### src/rtl/pm_pkg.sv
// Shared encodings and constants for the parking meter controller.
// Coin/preset values are kept at time width so the datapath needs no casts.
package pm_pkg;

    localparam int TIME_W = 14;

    typedef enum logic [1:0] {
        ST_NORMAL  = 2'd0,
        ST_LOW     = 2'd1,
        ST_EXPIRED = 2'd2
    } meter_state_t;

    localparam logic [TIME_W-1:0] ADD_50     = 14'd50;
    localparam logic [TIME_W-1:0] ADD_150    = 14'd150;
    localparam logic [TIME_W-1:0] ADD_200    = 14'd200;
    localparam logic [TIME_W-1:0] ADD_500    = 14'd500;
    localparam logic [TIME_W-1:0] PRESET_10  = 14'd10;
    localparam logic [TIME_W-1:0] PRESET_205 = 14'd205;

endpackage

### src/rtl/pm_tick_gen.sv
// Free-running half-second and one-second enable pulses derived from fastclk.
// Both ticks are single-cycle enables; sec_tick coincides with every other half_tick.
module pm_tick_gen #(
    parameter int HALF_DIV = 25000000
) (
    input  logic fastclk,
    input  logic rst,
    output logic half_tick,
    output logic sec_tick
);
    localparam int CW = 25;

    logic [CW-1:0] cnt;
    logic          phase;

    assign half_tick = (cnt == CW'(HALF_DIV - 1));
    assign sec_tick  = half_tick & phase;

    always_ff @(posedge fastclk or posedge rst) begin
        if (rst) begin
            cnt   <= '0;
            phase <= 1'b0;
        end else if (half_tick) begin
            cnt   <= '0;
            phase <= ~phase;
        end else begin
            cnt <= cnt + CW'(1);
        end
    end

endmodule

### src/rtl/parking_meter_ctrl.sv
// Parking meter sequencer: coin/preset edge handling, seconds countdown,
// NORMAL/LOW/EXPIRED classification and display blink enable.
module parking_meter_ctrl
    import pm_pkg::*;
#(
    parameter int HALF_DIV   = 25000000,
    parameter int MAX_TIME   = 9999,
    parameter int LOW_THRESH = 200
) (
    input  logic              fastclk,
    input  logic              rst,
    input  logic              add_50,
    input  logic              add_150,
    input  logic              add_200,
    input  logic              add_500,
    input  logic              preset_10,
    input  logic              preset_205,
    output logic [TIME_W-1:0] time_left,
    output logic [1:0]        meter_state,
    output logic              blink_on
);
    localparam logic [TIME_W:0]   MAX_X = MAX_TIME[TIME_W:0];
    localparam logic [TIME_W-1:0] LOW_W = LOW_THRESH[TIME_W-1:0];

    logic half_tick, sec_tick;

    pm_tick_gen #(.HALF_DIV(HALF_DIV)) u_tick (
        .fastclk   (fastclk),
        .rst       (rst),
        .half_tick (half_tick),
        .sec_tick  (sec_tick)
    );

    logic [5:0] btn, btn_q, rise;
    assign btn  = {preset_205, preset_10, add_500, add_200, add_150, add_50};
    assign rise = btn & ~btn_q;

    logic [TIME_W:0]   add_val, sum;
    logic [TIME_W-1:0] time_nxt;
    logic              dec;

    // Only the highest-priority edge acts; the rest are dropped this cycle.
    always_comb begin
        dec      = sec_tick && (time_left != '0);
        add_val  = '0;
        sum      = '0;
        time_nxt = time_left;
        if      (rise[3]) add_val = {1'b0, ADD_500};
        else if (rise[2]) add_val = {1'b0, ADD_200};
        else if (rise[1]) add_val = {1'b0, ADD_150};
        else if (rise[0]) add_val = {1'b0, ADD_50};
        if (rise[5]) begin
            time_nxt = PRESET_205;
        end else if (rise[4]) begin
            time_nxt = PRESET_10;
        end else if (|rise[3:0]) begin
            sum      = {1'b0, time_left} + add_val - {{TIME_W{1'b0}}, dec};
            time_nxt = (sum > MAX_X) ? MAX_X[TIME_W-1:0] : sum[TIME_W-1:0];
        end else if (dec) begin
            time_nxt = time_left - {{(TIME_W-1){1'b0}}, 1'b1};
        end
    end

    always_ff @(posedge fastclk or posedge rst) begin
        if (rst) begin
            btn_q     <= '0;
            time_left <= '0;
        end else begin
            btn_q     <= btn;
            time_left <= time_nxt;
        end
    end

    meter_state_t st, st_q;
    logic         blink_nxt;

    always_comb begin
        if (time_left == '0)       st = ST_EXPIRED;
        else if (time_left < LOW_W) st = ST_LOW;
        else                        st = ST_NORMAL;
    end
    assign meter_state = st;

    // A class change restarts the blink phase with digits visible.
    always_comb begin
        blink_nxt = blink_on;
        if (st != st_q) begin
            blink_nxt = 1'b1;
        end else begin
            case (st)
                ST_LOW:     if (sec_tick)  blink_nxt = ~blink_on;
                ST_EXPIRED: if (half_tick) blink_nxt = ~blink_on;
                default:    blink_nxt = 1'b1;
            endcase
        end
    end

    always_ff @(posedge fastclk or posedge rst) begin
        if (rst) begin
            st_q     <= ST_EXPIRED;
            blink_on <= 1'b1;
        end else begin
            st_q     <= st;
            blink_on <= blink_nxt;
        end
    end

endmodule

### config.mk
export PLATFORM = sky130hd
export DESIGN_NAME = parking_meter_ctrl
export DESIGN_NICKNAME = d
export VERILOG_FILES = /design/src/rtl/pm_pkg.sv /design/src/rtl/pm_tick_gen.sv /design/src/rtl/parking_meter_ctrl.sv
export SDC_FILE = /design/constraint.sdc
export NUM_CORES = 1
export LEC_CHECK = 0
export CAP_MARGIN = 0
export CELL_PAD_IN_SITES_DETAIL_PLACEMENT = 2
export CELL_PAD_IN_SITES_GLOBAL_PLACEMENT = 2
export CORE_UTILIZATION = 40
export CTS_CLUSTER_SIZE = 10
export DETAILED_ROUTE_END_ITERATION = 6
export PLACE_DENSITY_LB_ADDON = 0.1
export SLEW_MARGIN = 0
export SYNTH_ARGS = -nofsm -noshare
export SYNTH_HDL_FRONTEND = slang
export SYNTH_SLANG_ARGS = --single-unit
### constraint.sdc
create_clock -name fastclk -period 6.6 [get_ports fastclk]
set_clock_uncertainty 0.2 [all_clocks]
set_input_delay 1.65 -clock fastclk [delete_from_list [all_inputs] [get_ports fastclk]]
set_output_delay 1.65 -clock fastclk [all_outputs]
set_load 0.03 [all_outputs]
==> reports/qor.yml <==
critPathRequiredTime_ns: 6.62
status: "finished, final reports clean"
dr_total_vias: 3024
drt_iter0_drc: 95
antennaDiodeCount: 0
clk_path_buf_depth: 2
ant_nets: 0
coreArea_um2: 8680
synthTopCellsByArea: "dfrtp_1 (33%), ha_1 (11%), xnor2_1 (7.1%)"
syn_area_um2: 3560
layout.nets: 466
viasPerCell: 5.65
die_h_um: 96.3
grt_start_max_net_pins: 50
cts.sinks: 49
cts.repair.resized: 0
final_layout_size_suffix_gt1_share_pct: 6.79
drtPass1Iterations: 4
postSynthAreaPerCell_um2: 8.87
placementRows: 34
ys_types: 58
wl_per_cell_um: 19.1
pre_cts_slack_ns: 0.743
synthArstFlopShare_pct: 100
synth_flop_cell: "dfrtp_1"
numCtsBuffers: 5
cts_setup_buffers: 0
power_density_nw_per_um2: 441
crit_path_end_kind: "flop"
period_minus_slack_ns: 5.56
first_global_vias: 3336
max_freq_mhz: 180
grtUsageTotal_pct: 24.2
hold_viol: 0
hold_class: "flop to flop"
multi_input_area_um2: 2140
criticalPathCategory: "primary input to flop"
tns_ns: 0
min-delay-start: "u_tick.cnt[0]"
setup_viol: 0
dieArea_um2: 9270
maxCapViolCount: 0
synth_seq_cells: 49
synthCells: 401
htree_levels: 2
grt_pass1_wl_um: 16900
cts-root-buf: "clkbuf_8"
ioPinCount: 25
yosysWarningCount: 0
routed_wl_um: 10200
gp_congestion: 0.832
seqCellArea_um2: 1230
clkSlewWorstSetupHoldPaths_ns: 0.10
fillers: 997
dp_hpwl_um: 8140
chipWidth_um: 96.3
numPortBuffers: 24
worstSetupStartpointType: "primary input"
worst_pin_slew_ns: 1.05
synth.top_cell.area_share_pct: 33.1
synth_top_area_cell: "dfrtp_1"
critPathMaxFanout: 4
leakage_nw: 1.75
maxSlewViolCount: 0
drc: 0
synthMostInstantiatedCell: "dfrtp_1"
slew_headroom_pct: 29.8
synth_commonest_cells: "dfrtp_1 (47), inv_1 (42), nand2_1 (37), nor2_1 (37), ha_1 (31)"
r2r-start: "time_left[10]"
area_delta_synth_final_pct: 12.2
startpoint: "add_150"
globalRouteOverflowTotal: 0
post-route-period-util_pct: 84.3
hold_ws_ns: 0.299
max-vdd-ir-drop_uv: 177
clock_latency_ns: 0.31
start_util_pct: 41.0
finalWorstSetupSlack_ns: 1.04
arrival_ns: 5.58
synth_edf_count: 0
synth_nets: 441
cts_tree: "built"
antenna_found_initial: 0
yosysSeqAreaShare_pct: 34.6
holdBufCountCts: 0
grt_setup_unrepaired: "false"
==> final timing paths <==
kind	to	slack [ns]	cells past startpoint
min in group asynchronous	u_tick.cnt[4]	1.73	2
max in group asynchronous	u_tick.cnt[9]	3.83	2
max	time_left[5]	1.04	16
min	u_tick.cnt[0]	0.30	1
max reg2reg	time_left[5]	1.60	18
min reg2reg	u_tick.cnt[0]	0.30	1
==> cell families (layout without fill, tap and decap cells) <==
group,after synthesis,after routing,share of synthesized area [%]
AOI/OAI and AO/OA,70,70,15.2
muxes,1,1,0.387
xor gates and xnor gates,48,48,11.8
and+or+nand+nor,152,152,21.3
buffers and inverters,49,75,5.28
DFF,49,49,34.6
adders and majority gates,32,32,11.5
==> area by class of cell <==
type / instances / area share [%]
Timing Repair Buffer: 24 / 6.02
Tap cell: 108 / 3.39
Clock buffer: 6 / 1.82
Clock inverter: 2 / 0.345
Sequential cell: 49 / 30.8
Multi-Input combinational cell: 303 / 53.6
Inverter: 43 / 4.04
==> metrics by stage <==
stage	utilization, %	power, mW	cells	area [um^2]
2_1_floorplan	-	1.25	401	3560
3_3_place_gp	45.0	1.54	527	3910
3_5_place_dp	45.0	1.58	527	3910
6_report	46.0	1.76	535	3990
4_1_cts	46.0	1.78	535	3990
5_1_grt	46.0	1.91	535	3990
==> worst max-delay path: stages <==
cell             delay (ns)
clkdlybuf4s50_1        0.46
nor2b_1                0.27
or2_2                  0.20
nand2_1                0.06
ha_1                   0.27
inv_1                  0.05
ha_1                   0.22
fa_1                   0.44
a211oi_1               0.27
o21a_2                 0.24
o21ai_1                0.10
a21oi_1                0.27
xnor2_1                0.17
o31ai_1                0.48
nand3b_1               0.16
a221oi_2               0.27
==> state kept, by name, indices dropped and copies added, names as in the netlist <==
register and count:
st_q 2, u_tick.cnt 25, btn_q 6, time_left 14, u_tick.phase 1, blink_on 1
==> power breakdown <==
part	switching (mW)	internal (mW)	total, mW
Sequential	0.0553	0.336	0.392
Clock	0.112	0.0760	0.188
Combinational	0.719	0.461	1.18
==> metal layers <==
metal | global-route usage (%) | routed length, um
met5 | 0 | 0
met3 | 3.87 | 257
met4 | 6.22 | 104
met2 | 42.1 | 5140
met1 | 31.0 | 4740
==> cell usage in the layout (no fill, tap or decap), types with 9 or more instances in the layout <==
cell / n
dfrtp_1: 47
inv_1: 41
nand2_1: 37
nor2_1: 37
ha_1: 31
xnor2_1: 29
clkdlybuf4s50_1: 24
nand3_1: 19
xor2_1: 19
a21oi_1: 19
nor3_1: 10
nor2b_1: 9
nand4_1: 9
o21ai_0: 9
No activity file was read; power rests on OpenSTA's default activity.
